--- config.mk ---
export PLATFORM = sky130hd
export DESIGN_NAME = ta_rom_loader
export DESIGN_NICKNAME = d
export VERILOG_FILES = /design/src/rtl/ta_rom_loader.sv
export SDC_FILE = /design/constraint.sdc
export NUM_CORES = 1
export LEC_CHECK = 0
export CAP_MARGIN = 30
export CORE_AREA = 2 2 119 150
export CTS_BUF_LIST = sky130_fd_sc_hd__clkbuf_4 sky130_fd_sc_hd__clkbuf_8 sky130_fd_sc_hd__clkbuf_16
export DETAILED_ROUTE_END_ITERATION = 16
export DIE_AREA = 0 0 121 152
export PLACE_DENSITY = 0.84
export SLEW_MARGIN = 20
export SYNTH_ARGS = -nofsm -noshare
export SYNTH_HDL_FRONTEND = slang
export SYNTH_SLANG_ARGS = --single-unit
--- constraint.sdc ---
create_clock -name clk_mem -period 3.9 [get_ports clk_mem]
set_clock_uncertainty 0.2 [all_clocks]
set_input_delay 0.975 -clock clk_mem [delete_from_list [all_inputs] [get_ports clk_mem]]
set_output_delay 0.975 -clock clk_mem [all_outputs]
set_load 0.02 [all_outputs]
--- src/rtl/ta_rom_loader.sv ---
// ta_rom_loader: captures ROM-0 download bytes from the ioctl bus, queues them,
// and routes each byte by address region to SDRAM port 1, SDRAM port 2
// (sprite remap) or the on-chip dl_* write bus.
module ta_rom_loader #(
  parameter int unsigned FIFO_DEPTH = 4,
  parameter logic [16:0] SP_BASE    = 17'h10000
) (
  input  logic        clk_mem,
  input  logic        reset_n,
  input  logic        ioctl_download,
  input  logic        ioctl_wr,
  input  logic [7:0]  ioctl_index,
  input  logic [24:0] ioctl_addr,
  input  logic [7:0]  ioctl_dout,
  output logic        port1_req,
  input  logic        port1_ack,
  output logic [22:0] port1_a,
  output logic [1:0]  port1_ds,
  output logic [15:0] port1_d,
  output logic        port2_req,
  input  logic        port2_ack,
  output logic [22:0] port2_a,
  output logic [1:0]  port2_ds,
  output logic [15:0] port2_d,
  output logic        dl_wr,
  output logic [16:0] dl_addr,
  output logic [7:0]  dl_data,
  output logic        busy,
  output logic        done,
  output logic        overflow
);

  localparam int unsigned PTR_W = $clog2(FIFO_DEPTH);
  localparam int unsigned CNT_W = PTR_W + 1;

  // Region boundaries (exclusive upper bounds)
  localparam logic [16:0] P1_END   = 17'h0A000;
  localparam logic [16:0] SP_START = 17'h10000;
  localparam logic [16:0] SP_END   = 17'h1C000;
  localparam logic [16:0] PROM_END = 17'h1C320;

  typedef struct packed {
    logic [16:0] addr;
    logic [7:0]  data;
  } entry_t;

  typedef enum logic [2:0] {
    IDLE,
    ISSUE1,
    WAIT1,
    ISSUE2,
    WAIT2,
    LOCAL
  } state_t;

  typedef enum logic [1:0] {
    RG_PORT1,
    RG_PORT2,
    RG_LOCAL,
    RG_DROP
  } region_t;

  state_t           state;
  state_t           state_nxt;
  logic             wr_q;
  logic             download_q;
  logic             cap_c;
  logic             dl_rise_c;
  logic             push_c;
  logic             pop_c;
  logic             full_c;
  logic             empty_c;
  entry_t           mem [FIFO_DEPTH];
  logic [PTR_W-1:0] wr_ptr;
  logic [PTR_W-1:0] rd_ptr;
  logic [CNT_W-1:0] count;
  logic [CNT_W-1:0] count_nxt;
  entry_t           head;
  entry_t           cur;
  region_t          head_region;
  logic             seen;
  logic [15:0]      sp_off_c;

  assign cap_c     = ioctl_wr & ~wr_q & ioctl_download &
                     (ioctl_index == 8'd0) & (ioctl_addr[24:17] == 8'd0);
  assign dl_rise_c = ioctl_download & ~download_q;
  assign full_c    = (count == CNT_W'(FIFO_DEPTH));
  assign empty_c   = (count == '0);
  // A pop in the same cycle frees a slot, so a full FIFO still accepts the byte
  assign push_c    = cap_c & (~full_c | pop_c);
  assign head      = mem[rd_ptr];
  assign sp_off_c  = 16'(cur.addr - SP_BASE);

  // Edge-detect history for ioctl_wr and ioctl_download
  always_ff @(posedge clk_mem or negedge reset_n) begin
    if (!reset_n) begin
      wr_q       <= 1'b0;
      download_q <= 1'b0;
    end else begin
      wr_q       <= ioctl_wr;
      download_q <= ioctl_download;
    end
  end

  // FIFO storage (data only, pointers carry validity)
  always_ff @(posedge clk_mem) begin
    if (push_c) begin
      mem[wr_ptr] <= '{addr: ioctl_addr[16:0], data: ioctl_dout};
    end
  end

  // FIFO occupancy after this cycle's push/pop
  always_comb begin
    count_nxt = count;
    case ({push_c, pop_c})
      2'b10:   count_nxt = count + CNT_W'(1);
      2'b01:   count_nxt = count - CNT_W'(1);
      default: count_nxt = count;
    endcase
  end

  // FIFO pointers and count
  always_ff @(posedge clk_mem or negedge reset_n) begin
    if (!reset_n) begin
      wr_ptr <= '0;
      rd_ptr <= '0;
      count  <= '0;
    end else begin
      if (push_c) wr_ptr <= wr_ptr + PTR_W'(1);
      if (pop_c)  rd_ptr <= rd_ptr + PTR_W'(1);
      count <= count_nxt;
    end
  end

  // Classify the FIFO head by address region
  always_comb begin
    head_region = RG_DROP;
    if (head.addr < P1_END) begin
      head_region = RG_PORT1;
    end else if (head.addr < SP_START) begin
      head_region = RG_LOCAL;
    end else if (head.addr < SP_END) begin
      head_region = RG_PORT2;
    end else if (head.addr < PROM_END) begin
      head_region = RG_LOCAL;
    end
  end

  // State register
  always_ff @(posedge clk_mem or negedge reset_n) begin
    if (!reset_n) begin
      state <= IDLE;
    end else begin
      state <= state_nxt;
    end
  end

  // Next-state logic and FIFO pop
  always_comb begin
    state_nxt = state;
    pop_c     = 1'b0;
    case (state)
      IDLE: begin
        if (!empty_c) begin
          pop_c = 1'b1;
          case (head_region)
            RG_PORT1: state_nxt = ISSUE1;
            RG_PORT2: state_nxt = ISSUE2;
            RG_LOCAL: state_nxt = LOCAL;
            default:  state_nxt = IDLE;
          endcase
        end
      end
      ISSUE1:  state_nxt = WAIT1;
      WAIT1:   if (port1_ack == port1_req) state_nxt = IDLE;
      ISSUE2:  state_nxt = WAIT2;
      WAIT2:   if (port2_ack == port2_req) state_nxt = IDLE;
      LOCAL:   state_nxt = IDLE;
      default: state_nxt = IDLE;
    endcase
  end

  // Current-entry latch and the one-cycle local write strobe
  always_ff @(posedge clk_mem or negedge reset_n) begin
    if (!reset_n) begin
      cur     <= '0;
      dl_wr   <= 1'b0;
      dl_addr <= '0;
      dl_data <= '0;
    end else begin
      dl_wr <= 1'b0;
      if (pop_c) begin
        cur <= head;
        if (head_region == RG_LOCAL) begin
          dl_wr   <= 1'b1;
          dl_addr <= head.addr;
          dl_data <= head.data;
        end
      end
    end
  end

  // SDRAM port 1: byte lane picked by A[0], data replicated on both lanes
  always_ff @(posedge clk_mem or negedge reset_n) begin
    if (!reset_n) begin
      port1_req <= 1'b0;
      port1_a   <= '0;
      port1_ds  <= '0;
      port1_d   <= '0;
    end else if (state == ISSUE1) begin
      port1_req <= ~port1_req;
      port1_a   <= 23'(cur.addr[16:1]);
      port1_ds  <= {cur.addr[0], ~cur.addr[0]};
      port1_d   <= {cur.data, cur.data};
    end
  end

  // SDRAM port 2: sprite planes interleaved into 32-bit words
  always_ff @(posedge clk_mem or negedge reset_n) begin
    if (!reset_n) begin
      port2_req <= 1'b0;
      port2_a   <= '0;
      port2_ds  <= '0;
      port2_d   <= '0;
    end else if (state == ISSUE2) begin
      port2_req <= ~port2_req;
      port2_a   <= 23'({sp_off_c[13:0], sp_off_c[15]});
      port2_ds  <= {sp_off_c[14], ~sp_off_c[14]};
      port2_d   <= {cur.data, cur.data};
    end
  end

  // Status flags: busy, sticky overflow, download completion
  always_ff @(posedge clk_mem or negedge reset_n) begin
    if (!reset_n) begin
      busy     <= 1'b0;
      overflow <= 1'b0;
      seen     <= 1'b0;
      done     <= 1'b0;
    end else begin
      busy <= (count_nxt != '0) | (state_nxt != IDLE);

      if (cap_c & ~push_c) begin
        overflow <= 1'b1;
      end else if (dl_rise_c) begin
        overflow <= 1'b0;
      end

      if (cap_c) begin
        seen <= 1'b1;
      end else if (dl_rise_c) begin
        seen <= 1'b0;
      end

      if (dl_rise_c) begin
        done <= 1'b0;
      end else if (!ioctl_download && empty_c && (state == IDLE) && seen) begin
        done <= 1'b1;
      end
    end
  end

endmodule
# After elaboration in Yosys (flattened, before gate mapping)
# Memories as Yosys holds them, arrays and structs flattened.
# Index checks and enable logic that the tools add are counted.
[word_totals]
regBits = 136
output_inout_bits = 113
mem_bits_rw = 100
n_memories = 1
elab_cells = 97
[op_classes]
mux = 21
addsub = 5
order_cmp = 4
bitwise = 17
reduce_logical = 15
n_eq_ne = 11
[memory_table]
columns = ["name", "depth", "width", "rd", "rd_ports_with_merged_regs", "wr", "line_no", "rtl"]
rows = [
  ["mem", 4, 25, 1, 0, 1, "73", "entry_t mem [FIFO_DEPTH];"],
]
[op_table]
columns = ["operator", "count"]
rows = [
  ["less-than comparator 17 bit, second input constant", 3],
  ["less-than comparator 17 x 16 -> 1 bit, second input constant", 1],
  ["logical NOT 8 bit", 2],
  ["subtractor 16 x 1 -> 16 bit, second input constant", 1],
  ["one-hot mux 3 bit (5 select lines)", 1],
  ["two-way mux 1 bit", 12],
  ["two-way mux 3 bit", 3],
  ["one-hot mux 3 bit (3 select lines)", 1],
  ["inverter 1 bit", 8],
  ["bitwise AND 1 bit", 7],
  ["== test 3 x 2 -> 1 bit, second input constant", 2],
  ["== test 3 bit, second input constant", 2],
  ["logical NOT 3 bit", 2],
  ["two-way mux 2 bit", 3],
  ["one-hot mux 3 bit (2 select lines)", 1],
  ["nonzero test 2 bit", 3],
  ["nonzero test 3 bit", 2],
  ["adder 2 x 1 -> 2 bit, second input constant", 2],
  ["== test 2 x 1 -> 1 bit, second input constant", 2],
  ["== test 2 bit, second input constant", 2],
  ["adder 3 x 1 -> 3 bit, second input constant", 1],
  ["== test 3 x 1 -> 1 bit, second input constant", 1],
  ["logical AND 1 bit", 3],
  ["subtractor 3 x 1 -> 3 bit, second input constant", 1],
  ["other kinds (5)", 7],
]

# Longest topological paths before layout
# An unclocked memory read counts as a cell.
[depth]
ltp_word = 12
ltp_mapped = 10
depth_no_buf = 10

# Least setup slack after synthesis
# OpenSTA, ideal clock, no wires.
[synth_path]
path_type = "input-to-reg"
startpoint = "in ioctl_index[0]"
endpoint = "mem mem[0][0] (netlist name) (enable)"
cell_stages = 5
path_slack_ns = 0.432
t_required_ns = 3.316
n_path_buf = 1
setup_time_ns = 0.384
arrival_time_ns = 2.884
path_cell_list = "or4_1 nor2_1 nor4bb_1 clkbuf_1 and2_1"
[synth_via]
elab_chain_len = 6
[synth_lines]
columns = ["element", "line_no", "rtl"]
rows = [
  ["from (decl)", "12", "input logic [7:0] ioctl_index,"],
  ["logical NOT 8 bit", "85", "(ioctl_index == 8'd0) & (ioctl_addr[24:17] == 8'd0);"],
  ["bitwise AND 1 bit", "84", "assign cap_c = ioctl_wr & ~wr_q & ioctl_download &"],
  ["bitwise AND 1 bit", "85", ""],
  ["bitwise AND 1 bit", "90", "assign push_c = cap_c & (~full_c | pop_c);"],
  ["two-way mux 1 bit", "107", "if (push_c) begin"],
  ["two-way mux 1 bit (not written as such)", "108", "mem[wr_ptr] <= '{addr: ioctl_addr[16:0], data: ioctl_dout};"],
  ["to (decl)", "73", ""],
]
# Every way passes these cells.

# Final worst setup path
[layout_path]
startpoint = "in ioctl_index[0]"
endpoint = "reg busy"
[layout_via]
elab_chain_len = 8
elab_cells_between_ends = 9
classes_between = "2 x eq/ne; 1 x mux; 4 x bitwise; 2 x reduce/logical"
[layout_lines]
columns = ["element", "line_no", "rtl"]
rows = [
  ["logical NOT 8 bit *", "85", ""],
  ["bitwise AND 1 bit *", "84", ""],
  ["bitwise AND 1 bit *", "85", ""],
  ["bitwise AND 1 bit *", "90", ""],
  ["== test 2 x 1 -> 1 bit / == test 2 bit (equally long branches)", "115", "case ({push_c, pop_c})"],
  ["one-hot mux 3 bit (2 select lines) *", "115", ""],
  ["named net count_nxt[2]", "77", "logic [CNT_W-1:0] count_nxt;"],
  ["nonzero test 3 bit *", "241", "busy <= (count_nxt != '0) | (state_nxt != IDLE);"],
  ["OR 1 bit *", "241", ""],
  ["to (signal assigned)", "241", ""],
  ["to (decl)", "28", "output logic busy,"],
]
# Mark *: on every way through the listed nets, which the timed path passes. The rest lies on a longest branch.
# A chain may end at the register's enable or synchronous reset.

==> impl_metrics.env <==
export IMPL_synth_seq_cells=220
export IMPL_worstPathRequired_ps=4060
export IMPL_setup_violations=0
export IMPL_grt_first_pass_wirelength_mm=28.79
export IMPL_hold_class="in2async"
export IMPL_globalplace_congestion=0.8077
export IMPL_io_buffers=144
export IMPL_post_cts_buffers=0
export IMPL_drtPass1Iterations=4
export IMPL_yosysMostFrequentCell="nand2_1"
export IMPL_worst_pin_slew_ps=561.3
export IMPL_vias_per_cell=5.280
export IMPL_synth_edf_count=100
export IMPL_wire_per_inst_um=18.25
export IMPL_core_um2=17090
export IMPL_die_area_um2=18390
export IMPL_drc=0
export IMPL_yosysUniqueCellTypes=48
export IMPL_cellPowerDensity_nw_per_um2=807.7
export IMPL_ys_warn_count=0
export IMPL_crit_type="in2reg"
export IMPL_slew_headroom_pct=62.58
export IMPL_cts_htree_levels=1
export IMPL_fin_crit_ps=3330
export IMPL_die_w_um=121
export IMPL_crit_path_start_kind="primary input"
export IMPL_die_h_um=152
export IMPL_drive_gt1_share_pct=14.21
export IMPL_critPathMaxFanout=3
export IMPL_avgSynthCellArea_um2=14.73
export IMPL_tns_ps=0
export IMPL_routed_via_count=5122
export IMPL_cts_buffer_depth=3
export IMPL_cts_root_buf="clkbuf_16"
export IMPL_drv_cap=0
export IMPL_cts_resized=0
export IMPL_run_status="finished clean"
export IMPL_yosysSeqAreaShare_pct=69.46
export IMPL_fillers=1207
export IMPL_synth_common_cells="nand2_1 (157), dfrtp_1 (120), edfxtp_1 (100)"
export IMPL_drv_slew=0
export IMPL_clock_sinks=220
export IMPL_grt_usage_pct=19.88
export IMPL_grt_max_degree=79
export IMPL_first_global_vias=5425
export IMPL_cts_tree="built"
export IMPL_worstSkewPairLatency_ps=490
export IMPL_timing_hold_ws_ps=278.4
export IMPL_drt_wl_total_mm=17.71
export IMPL_rows=54
export IMPL_yosys_top_cells_area="dfrtp_1 (35%), edfxtp_1 (35%), nand2_1 (6.8%)"
export IMPL_ctsHoldBuffers=0
export IMPL_grt_overflow=0
export IMPL_hpwl_mm=12.16
export IMPL_start_util_pct=50.58
export IMPL_ir_drop_v=0.0004298
export IMPL_netlist_instances=587
export IMPL_fmax_ghz=0.3003
export IMPL_worstPathArrival_ps=3490
export IMPL_clk_pin_slew_ps=60
export IMPL_synth_top_area_share_pct=34.73
export IMPL_drt_iter0_drc=251
export IMPL_finalCritPeriodShare_pct=85.37
export IMPL_area_growth_pct=26.82
export IMPL_synthesis_area_um2=8646
export IMPL_antenna_found_initial=0
export IMPL_p_leak_nw=4.481
export IMPL_power_mw=8.856
export IMPL_async_flop_share_pct=54.55
export IMPL_hold_viol=0
export IMPL_end_kind="flip-flop"
export IMPL_final_nets=784
export IMPL_ios=160
export IMPL_cts_buffers=21
export IMPL_rsz0062_at_grt="false"
export IMPL_regArea_um2=6007
export IMPL_drtAntennaViolNets=0
export IMPL_ys_flop_type="dfrtp_1"
export IMPL_diodes=0
export IMPL_multiInputGateArea_um2=2322
export IMPL_synth_area_leader_cell="dfrtp_1"
==> cell type report <==
| type | instances | area share, % |
|---|---|---|
| Sequential cell | 220 | 54.79 |
| Multi-Input combinational cell | 320 | 21.18 |
| Timing Repair Buffer | 162 | 15.04 |
| Clock buffer | 26 | 5.249 |
| Tap cell | 224 | 2.556 |
| Clock inverter | 11 | 0.9472 |
| Inverter | 7 | 0.2396 |
==> critical path, stage by stage <==
cell,delay [ps]
clkdlybuf4s50_1,390
or4_1,510
nor2_1,180
buf_4,150
nor4bb_1,420
a31oi_1,180
xnor2_1,190
or4_1,510
==> layout by cell type, fill, tap and decap left out, types with 2 or more instances in the layout <==
cell / Yosys / layout
and3_1: 2 / 2
nor4_1: 2 / 2
buf_4: 32 / 13
mux4_2: 24 / 24
nor2_1: 5 / 5
inv_1: 6 / 6
clkbuf_4: 0 / 3
conb_1: 1 / 15
a31oi_1: 3 / 3
nand2_1: 157 / 157
xnor2_1: 8 / 8
o21ai_0: 5 / 5
mux2_1: 24 / 24
nand3b_1: 2 / 2
or4_1: 3 / 3
xor2_1: 2 / 2
bufinv_16: 0 / 2
a21oi_1: 3 / 3
buf_12: 0 / 6
nand2b_1: 2 / 2
clkinv_1: 0 / 4
clkbuf_16: 0 / 21
dfrtp_1: 120 / 119
ha_1: 4 / 4
nor3_1: 5 / 5
edfxtp_1: 100 / 100
clkbuf_8: 0 / 2
clkinv_2: 0 / 4
o21a_1: 2 / 2
mux2_2: 26 / 26
mux2i_1: 3 / 3
and2_1: 5 / 5
clkdlybuf4s50_1: 0 / 143
==> logic make-up (layout without fill, tap and decap cells) <==
logic type	after synthesis	after routing	share of synthesized area (%)
compound gates	21	21	1.650
xor+xnor	10	10	1.013
fa+ha+maj	5	5	0.8105
buf+inv	61	206	4.341
flops	220	220	69.46
mux	78	78	13.42
other cells	1	15	0.04337
simple gates	191	191	9.262
==> final timing paths <==
path | from | endpoint | slack [ps] | cells after the start
setup / recovery | ioctl_index[0] | busy | 570 | 8
hold / removal | reset_n | dl_addr[1] | 280 | 1
setup reg to reg | rd_ptr[0] | dl_data[2] | 620 | 7
hold reg to reg | port2_a[8] | port2_a[8] | 280 | 2
max in group asynchronous | reset_n | rd_ptr[0] | 2400 | 2
min in group clk_mem | port2_a[8] | port2_a[8] | 280 | 2
==> sequential cells by signal (all words and copies together) (netlist names), 3 cells and up <==
name	count
mem	100
cur	25
dl_addr	17
port1_a	16
port2_a	15
dl_data	8
port1_d	8
port2_d	8
count	3
state	3
==> metal layers <==
metal  up-vias  GRT usage, %  part of all wire (%)
li1       2311             -                     -
met1      2584         26.16                    40
met2       182         33.41                    52
met3        45         2.740                   5.1
met4         0         7.918                   3.3
met5         -             0                     0
==> power breakdown <==
| part | internal [mW] | total, mW | leakage [nW] | switching (mW) |
|---|---|---|---|---|
| clock network | 1.18 | 1.98 | 0.341 | 0.801 |
| registers | 3.00 | 3.45 | 2.37 | 0.454 |
| logic | 1.63 | 3.43 | 1.77 | 1.79 |
| total | 5.81 | 8.86 | 4.48 | 3.05 |
==> metrics by stage <==
stage	worst slack, ps	util, %	cells	instance area, µm²
6_report	570.5	64.14	970	10960
2_1_floorplan	432.0	-	601	8698
3_3_place_gp	174.1	60.17	933	10280
4_1_cts	591.5	64.14	970	10960
5_1_grt	381.5	64.14	970	10960
3_5_place_dp	138.7	60.17	933	10280
No activity file was read; power rests on OpenSTA's default activity.
